==> src/rtl/pong_pkg.sv <==
// -----------------------------------------------------------------------------
// pong_pkg
// Shared definitions for the pong codebase: game-state and winner encodings
// (the ball block decodes the same state constants), VGA raster limits and
// common datapath widths.
// -----------------------------------------------------------------------------
package pong_pkg;

  // Game state as driven on the 2-bit state bus. Values are fixed because the
  // ball block decodes them directly.
  typedef enum logic [1:0] {
    ST_IDLE  = 2'd0,
    ST_PLAY  = 2'd1,
    ST_POINT = 2'd2,
    ST_OVER  = 2'd3
  } state_t;

  // Winner code as presented to the score display.
  typedef enum logic [1:0] {
    WIN_NONE = 2'd0,
    WIN_P1   = 2'd1,
    WIN_P2   = 2'd2
  } winner_t;

  // Last column/row of the 800x525 VGA raster (visible area plus blanking).
  localparam int unsigned X_MAX = 799;
  localparam int unsigned Y_MAX = 524;

  // Datapath widths.
  localparam int unsigned COORD_W = 10;
  localparam int unsigned SCORE_W = 4;
  localparam int unsigned PAUSE_W = 8;

endpackage : pong_pkg

==> src/rtl/game_ctrl_if.sv <==
// -----------------------------------------------------------------------------
// game_ctrl_if
// Bundle between the ball/paddle logic and the match controller.
//   score1, score2  : point levels from the ball block (synchronous to clk)
//   x, y            : current VGA pixel column / row
//   state           : game state (pong_pkg::state_t encoding)
//   p1_score        : player-1 points, binary
//   p2_score        : player-2 points, binary
//   winner          : pong_pkg::winner_t encoding
//   point_pulse     : one-cycle pulse per accepted point
// The controller takes the slave view; the ball/display side (or a bench)
// takes the master view.
// -----------------------------------------------------------------------------
interface game_ctrl_if;
  import pong_pkg::*;

  logic               score1;
  logic               score2;
  logic [COORD_W-1:0] x;
  logic [COORD_W-1:0] y;
  logic [1:0]         state;
  logic [SCORE_W-1:0] p1_score;
  logic [SCORE_W-1:0] p2_score;
  logic [1:0]         winner;
  logic               point_pulse;

  modport master (
    output score1, score2, x, y,
    input  state, p1_score, p2_score, winner, point_pulse
  );

  modport slave (
    input  score1, score2, x, y,
    output state, p1_score, p2_score, winner, point_pulse
  );

endinterface : game_ctrl_if

==> src/rtl/game_ctrl_sync_edge.sv <==
// -----------------------------------------------------------------------------
// sync_edge
// Two-flop synchronizer followed by a registered rising-edge detector.
// A rise on din appears as a one-cycle pulse three clk edges later.
// Ports:
//   clk     : system clock
//   reset_n : asynchronous active-low reset
//   din     : asynchronous level input
//   pulse   : one-cycle pulse on each synchronized rising edge
// -----------------------------------------------------------------------------
module sync_edge (
  input  logic clk,
  input  logic reset_n,
  input  logic din,
  output logic pulse
);

  logic [1:0] sync_q;
  logic       prev_q;
  logic       pulse_q;

  // NOTE: sequential state uses non-blocking assignments so every flop samples
  // pre-edge values; blocking here would collapse the synchronizer chain.
  always_ff @(posedge clk or negedge reset_n) begin
    if (!reset_n) begin
      sync_q  <= '0;
      prev_q  <= 1'b0;
      pulse_q <= 1'b0;
    end else begin
      sync_q  <= {sync_q[0], din};
      prev_q  <= sync_q[1];
      pulse_q <= sync_q[1] & ~prev_q;
    end
  end

  assign pulse = pulse_q;

endmodule : sync_edge

==> src/rtl/game_ctrl.sv <==
// -----------------------------------------------------------------------------
// game_ctrl
// Match controller. Synchronizes the start button, turns the ball block's
// score levels into single events, keeps per-player scores, holds a serve
// pause of PAUSE_FRAMES frame ticks after each point and declares a winner
// at WIN_SCORE. The only block that advances the game state.
// Parameters:
//   WIN_SCORE    : points needed to win (1..15)
//   PAUSE_FRAMES : frame ticks spent in POINT after a point (1..255)
//   TICK_Y/TICK_X: raster position that marks one frame tick
// Ports:
//   clk       : 100 MHz system clock
//   reset_n   : asynchronous active-low reset
//   start_btn : raw start button, asynchronous to clk
//   bus       : game_ctrl_if.slave (score levels, raster position in;
//               state, scores, winner, point_pulse out - all registered)
// -----------------------------------------------------------------------------
module game_ctrl
  import pong_pkg::*;
#(
  parameter int unsigned WIN_SCORE    = 7,
  parameter int unsigned PAUSE_FRAMES = 120,
  parameter int unsigned TICK_Y       = 481,
  parameter int unsigned TICK_X       = 0
) (
  input  logic         clk,
  input  logic         reset_n,
  input  logic         start_btn,
  game_ctrl_if.slave   bus
);

  localparam logic [SCORE_W-1:0] WIN_Q   = SCORE_W'(WIN_SCORE);
  localparam logic [PAUSE_W-1:0] PAUSE_Q = PAUSE_W'(PAUSE_FRAMES);
  localparam logic [COORD_W-1:0] TY_Q    = COORD_W'(TICK_Y);
  localparam logic [COORD_W-1:0] TX_Q    = COORD_W'(TICK_X);

  // ---------------------------------------------------------------------------
  // Registers and their next values
  // ---------------------------------------------------------------------------
  state_t             state_q, state_d;
  logic [SCORE_W-1:0] p1_q, p1_d;
  logic [SCORE_W-1:0] p2_q, p2_d;
  winner_t            win_q, win_d;
  logic               pulse_q, pulse_d;
  logic [PAUSE_W-1:0] cnt_q, cnt_d;
  logic               prev1_q, prev2_q;

  // ---------------------------------------------------------------------------
  // Event sources
  // ---------------------------------------------------------------------------
  logic start_evt;

  sync_edge u_start_sync (
    .clk     (clk),
    .reset_n (reset_n),
    .din     (start_btn),
    .pulse   (start_evt)
  );

  logic frame_tick;
  assign frame_tick = (bus.y == TY_Q) && (bus.x == TX_Q);

  // Score levels are already synchronous; edge detect against last cycle.
  // prev registers track every cycle regardless of state, so a level that is
  // already high when PLAY is entered never counts.
  logic s1_evt, s2_evt;
  assign s1_evt = bus.score1 & ~prev1_q;
  assign s2_evt = bus.score2 & ~prev2_q;

  // Player 1 wins ties: a coincident player-2 event is dropped.
  logic hit1, hit2;
  assign hit1 = (state_q == ST_PLAY) && s1_evt;
  assign hit2 = (state_q == ST_PLAY) && !s1_evt && s2_evt;

  logic [SCORE_W-1:0] p1_inc, p2_inc;
  assign p1_inc = p1_q + SCORE_W'(1);
  assign p2_inc = p2_q + SCORE_W'(1);

  logic win_hit;
  assign win_hit = (hit1 && (p1_inc == WIN_Q)) || (hit2 && (p2_inc == WIN_Q));

  logic pause_done;
  assign pause_done = frame_tick && (cnt_q == PAUSE_W'(1));

  // ---------------------------------------------------------------------------
  // State register (also registers the datapath so all outputs are flops)
  // ---------------------------------------------------------------------------
  always_ff @(posedge clk or negedge reset_n) begin
    if (!reset_n) begin
      state_q <= ST_IDLE;
      p1_q    <= '0;
      p2_q    <= '0;
      win_q   <= WIN_NONE;
      pulse_q <= 1'b0;
      cnt_q   <= '0;
      prev1_q <= 1'b0;
      prev2_q <= 1'b0;
    end else begin
      state_q <= state_d;
      p1_q    <= p1_d;
      p2_q    <= p2_d;
      win_q   <= win_d;
      pulse_q <= pulse_d;
      cnt_q   <= cnt_d;
      prev1_q <= bus.score1;
      prev2_q <= bus.score2;
    end
  end

  // ---------------------------------------------------------------------------
  // Next-state logic
  // ---------------------------------------------------------------------------
  always_comb begin
    // NOTE: every combinational output gets a default first so no path through
    // the case leaves it unassigned, which would infer a latch.
    state_d = state_q;
    unique case (state_q)
      ST_IDLE:  if (start_evt)    state_d = ST_PLAY;
      ST_PLAY:  if (hit1 || hit2) state_d = win_hit ? ST_OVER : ST_POINT;
      ST_POINT: if (pause_done)   state_d = ST_PLAY;
      ST_OVER:  if (start_evt)    state_d = ST_IDLE;
      default:                    state_d = ST_IDLE;
    endcase
  end

  // ---------------------------------------------------------------------------
  // Output / datapath logic
  // ---------------------------------------------------------------------------
  always_comb begin
    p1_d    = p1_q;
    p2_d    = p2_q;
    win_d   = win_q;
    pulse_d = 1'b0;
    cnt_d   = cnt_q;
    unique case (state_q)
      ST_IDLE: begin
        // Scores are cleared only on the way into PLAY, so the final result
        // stays visible through OVER and IDLE.
        if (start_evt) begin
          p1_d  = '0;
          p2_d  = '0;
          win_d = WIN_NONE;
        end
      end
      ST_PLAY: begin
        if (hit1) begin
          p1_d    = p1_inc;
          pulse_d = 1'b1;
          if (win_hit) win_d = WIN_P1;
          else         cnt_d = PAUSE_Q;
        end else if (hit2) begin
          p2_d    = p2_inc;
          pulse_d = 1'b1;
          if (win_hit) win_d = WIN_P2;
          else         cnt_d = PAUSE_Q;
        end
      end
      ST_POINT: begin
        if (frame_tick && (cnt_q != '0)) cnt_d = cnt_q - PAUSE_W'(1);
      end
      default: ;
    endcase
  end

  // ---------------------------------------------------------------------------
  // Outputs
  // ---------------------------------------------------------------------------
  assign bus.state       = state_q;
  assign bus.p1_score    = p1_q;
  assign bus.p2_score    = p2_q;
  assign bus.winner      = win_q;
  assign bus.point_pulse = pulse_q;

endmodule : game_ctrl

==> src/flat_wrapper.sv <==
// flat-port wrapper written by rule: the top's interface ports become plain ports
module game_ctrl_flat import pong_pkg::*;
#(
  parameter int unsigned WIN_SCORE    = 7,
  parameter int unsigned PAUSE_FRAMES = 120,
  parameter int unsigned TICK_Y       = 481,
  parameter int unsigned TICK_X       = 0
)
  (clk, reset_n, start_btn, bus_score1, bus_score2, bus_x, bus_y, bus_state, bus_p1_score, bus_p2_score, bus_winner, bus_point_pulse);
  game_ctrl_if bus_i ();
  input  logic clk;
  input  logic reset_n;
  input  logic start_btn;
  input wire logic [$bits(bus_i.score1)-1:0] bus_score1;
  input wire logic [$bits(bus_i.score2)-1:0] bus_score2;
  input wire logic [$bits(bus_i.x)-1:0] bus_x;
  input wire logic [$bits(bus_i.y)-1:0] bus_y;
  output wire logic [$bits(bus_i.state)-1:0] bus_state;
  output wire logic [$bits(bus_i.p1_score)-1:0] bus_p1_score;
  output wire logic [$bits(bus_i.p2_score)-1:0] bus_p2_score;
  output wire logic [$bits(bus_i.winner)-1:0] bus_winner;
  output wire logic [$bits(bus_i.point_pulse)-1:0] bus_point_pulse;
  assign bus_i.score1 = bus_score1;
  assign bus_i.score2 = bus_score2;
  assign bus_i.x = bus_x;
  assign bus_i.y = bus_y;
  assign bus_state = bus_i.state;
  assign bus_p1_score = bus_i.p1_score;
  assign bus_p2_score = bus_i.p2_score;
  assign bus_winner = bus_i.winner;
  assign bus_point_pulse = bus_i.point_pulse;
  game_ctrl #(.WIN_SCORE(WIN_SCORE), .PAUSE_FRAMES(PAUSE_FRAMES), .TICK_Y(TICK_Y), .TICK_X(TICK_X)) u_core (.clk(clk), .reset_n(reset_n), .start_btn(start_btn), .bus(bus_i));
endmodule
==> config.mk <==
export PLATFORM = sky130hd
export DESIGN_NAME = game_ctrl_flat
export DESIGN_NICKNAME = d
export VERILOG_FILES = /design/src/rtl/pong_pkg.sv /design/src/rtl/game_ctrl_if.sv /design/src/rtl/game_ctrl_sync_edge.sv /design/src/rtl/game_ctrl.sv /design/src/flat_wrapper.sv
export SDC_FILE = /design/constraint.sdc
export NUM_CORES = 1
export LEC_CHECK = 0
export CAP_MARGIN = 5
export CORE_ASPECT_RATIO = 1.75
export CORE_UTILIZATION = 40
export DETAILED_ROUTE_END_ITERATION = 16
export GPL_ROUTABILITY_DRIVEN = 0
export GPL_TIMING_DRIVEN = 0
export HOLD_SLACK_MARGIN = 0.15
export PLACE_DENSITY_LB_ADDON = 0.1
export SYNTH_ARGS = -nofsm -noshare
export SYNTH_HDL_FRONTEND = slang
export SYNTH_SLANG_ARGS = --single-unit
==> constraint.sdc <==
create_clock -name clk -period 5.8 [get_ports clk]
set_clock_uncertainty 0.1 [all_clocks]
set_input_delay 1.16 -clock clk [delete_from_list [all_inputs] [get_ports clk]]
set_output_delay 1.16 -clock clk [all_outputs]
set_load 0.05 [all_outputs]
==> flow_summary.json <==
{
  "synth_cells": 152,
  "min_period_ns": 3.23,
  "async_reset_ff_frac": 1.00,
  "hold_path_depth": 0,
  "n_antenna_cell": 0,
  "drc": 0,
  "drive_gt1_frac": 0.0881,
  "hold_buffers": 0,
  "yosysTopAreaCell": "dfrtp_1",
  "status": "finished clean",
  "synth_compound_area_frac": 0.190,
  "drtAntennaViolNets": 0,
  "grt_pass1_vias": 1416,
  "clk_latency_ns": 0.27,
  "syn_area_per_cell_sq_um": 9.89,
  "yosys_most_used_dff": "dfrtp_1",
  "rsz0062_at_grt": "false",
  "dieArea_sq_um": 4020,
  "min_from": "u_core.u_start_sync.sync_q[0]",
  "vias_per_cell": 5.61,
  "p_per_area_nw_per_um2": 394,
  "yosys-top-cells-count": "dfrtp_1 (27), o21ai_0 (12), inv_1 (11), nor2_1 (11), nand2_1 (8)",
  "r2r-end": "u_core.cnt_q[7]",
  "post-synth-top-count-cell": "dfrtp_1",
  "root_buffer": "clkbuf_8",
  "die_x_microns": 48.4,
  "synth-xor-area-share": 0.0233,
  "multi_input_area_sq_um": 771,
  "r2r_slack_ns": 3.33,
  "fmax_mhz": 310,
  "cp-end-kind": "register",
  "drv_cap": 0,
  "antenna_found_initial": 0,
  "maxSlewViolCount": 0,
  "cp.required_ns": 5.88,
  "start_util": 0.419,
  "drt_iter0_markers": 22,
  "reg2reg_depth": 7,
  "yosysTopAreaCellShare": 0.449,
  "synth_area_sq_um": 1500,
  "synth_cell_types": 47,
  "ctsLongestPathBuffers": 2,
  "synth_fp_nets": 183,
  "cp-start-kind": "primary input",
  "regArea_sq_um": 676,
  "fin_nets": 225,
  "coreArea_sq_um": 3590,
  "synth-seq-area-share": 0.449,
  "cp_max_fo": 7,
  "n_fill_cell": 313,
  "grt.total_usage": 0.193,
  "grt_max_degree": 28,
  "firstDrtPassIters": 4,
  "cts_sinks": 27,
  "r2r-start": "u_core.cnt_q[0]",
  "clk_pin_slew_ns": 0.09,
  "tns_ns": 0,
  "finalCritPeriodShare": 0.556,
  "critPathKind": "in -> reg",
  "vdd_ir_drop_max_mv": 0.204,
  "grt_pass1_wl_microns": 6150,
  "p_leak_nw": 0.830,
  "rows": 29,
  "dp_hpwl_microns": 2670,
  "wl_microns": 3430,
  "grt-ovfl-total": 0,
  "yosys-top-cells-area": "dfrtp_1 (45%), ha_1 (5.0%), o21ai_0 (4.0%), nor2b_1 (2.9%), inv_1 (2.7%)",
  "synth_edf_count": 0,
  "hp-class": "reg -> reg",
  "ios": 38,
  "whs_endpoint": "u_core.u_start_sync.sync_q[1]",
  "ys_warn_count": 0,
  "whs_ns": 0.259,
  "muxShareOfSynthArea": 0.0200,
  "postCtsSetupRepairBufs": 0,
  "fp.dieH_microns": 83.1,
  "hold_violations": 0,
  "yosys.area_share.simple": 0.230,
  "relSlewSlack": 0.591,
  "synth_top_family_by_area": "simple AND/OR/NAND/NOR gates",
  "tightest_slew_ns": 0.614,
  "synthToLayoutAreaGrowth_pct": 31.2,
  "h-tree-depth": 1,
  "synth-seq-cells": 27,
  "port_buffers": 37,
  "numCtsBuffers": 3,
  "synthAdderAreaFrac": 0.0499,
  "num_vias": 1340,
  "arrival_ns": 3.30,
  "post_drt_wl_per_cell_microns": 14.4,
  "tritoncts": "done",
  "cts_resized": 0,
  "setup_viol": 0
}
-- critical path, stage by stage --
cell,delay (ns)
clkdlybuf4s50_1,0.41
nor4_1,0.29
nand4_1,0.18
o41a_1,0.57
or3_4,0.41
o41ai_2,0.29
-- where the power goes --
| part | switching (mW) | internal, mW |
|---|---|---|
| clock network | 0.0595 | 0.0482 |
| logic | 0.250 | 0.144 |
| registers | 0.0472 | 0.229 |
| total | 0.357 | 0.421 |
-- worst max path at each step --
stage,from,endpoint,depth (start not counted)
after CTS,bus_x[3],u_core.cnt_q[7],6
after detailed placement,bus_x[3],u_core.cnt_q[7],6
after global routing,bus_x[3],u_core.cnt_q[7],6
after floorplan,bus_y[1],u_core.cnt_q[7],4
final,bus_x[3],u_core.cnt_q[7],6
after global placement,bus_x[3],u_core.cnt_q[7],6
-- sequential cells by signal, summed over array words and instances, names as in the netlist --
name / cells
u_core.prev1_q: 1
u_core.bus.state: 2
u_core.u_start_sync.pulse: 1
u_core.prev2_q: 1
u_core.bus.p1_score: 4
u_core.u_start_sync.prev_q: 1
u_core.bus.winner: 2
u_core.cnt_q: 8
u_core.u_start_sync.sync_q: 2
u_core.bus.point_pulse: 1
u_core.bus.p2_score: 4
-- logic make-up (layout without fill, tap and decap cells) --
kind of cell	after synthesis	count (layout)
AO/OA/AOI/OAI	41	41
flip-flops	27	27
multiplexers	3	3
AND/OR/NAND/NOR	57	57
XOR/XNOR	4	4
adder cells (fa/ha/maj)	6	6
buffers and inverters	14	55
-- stage by stage --
step	instance area (sq um)	instances	util	power [mW]	setup WS, ns
3_3_place_gp	1930	235	0.538	0.657	2.32
4_1_cts	1980	239	0.551	0.784	2.55
5_1_grt	1970	239	0.549	0.829	2.44
6_report	1970	239	0.549	0.777	2.57
2_1_floorplan	1500	152	-	0.538	2.90
3_5_place_dp	1930	235	0.538	0.673	2.26
-- placed cells by master (no fill, tap or decap), types with 2 or more instances in the layout --
master / count
mux2i_1: 3
a21o_1: 3
o31ai_1: 4
nand2b_1: 4
a21oi_1: 5
nor2b_1: 7
xnor2_1: 2
nor2_1: 11
nor3_1: 6
nand2_1: 8
or3_1: 2
o21ai_0: 12
clkdlybuf4s50_1: 36
o41ai_1: 2
inv_1: 11
o211ai_1: 3
xor2_1: 2
clkbuf_8: 3
nand3_1: 4
a211oi_1: 2
ha_1: 6
buf_2: 2
nor4_1: 2
dfrtp_1: 27
-- layer usage --
layer  part of all wire  vias to the layer above  GRT usage  wire length [microns]
li1                   -                      641          -                      -
met1               0.38                      637      0.204                   1300
met4              0.027                        0     0.0802                     93
met2               0.55                       53      0.373                   1900
met5                  0                        -          0                      0
met3              0.041                        9     0.0220                    142
-- layout make-up --
type,instances,share of cell area
multi-input combinational,111,0.391
sequential,27,0.342
timing repair buffer,37,0.185
tap,46,0.0292
clock buffer,3,0.0209
inverter,11,0.0209
buffer,3,0.00824
clock inverter,1,0.00254
No activity file was read; power rests on OpenSTA's default activity.
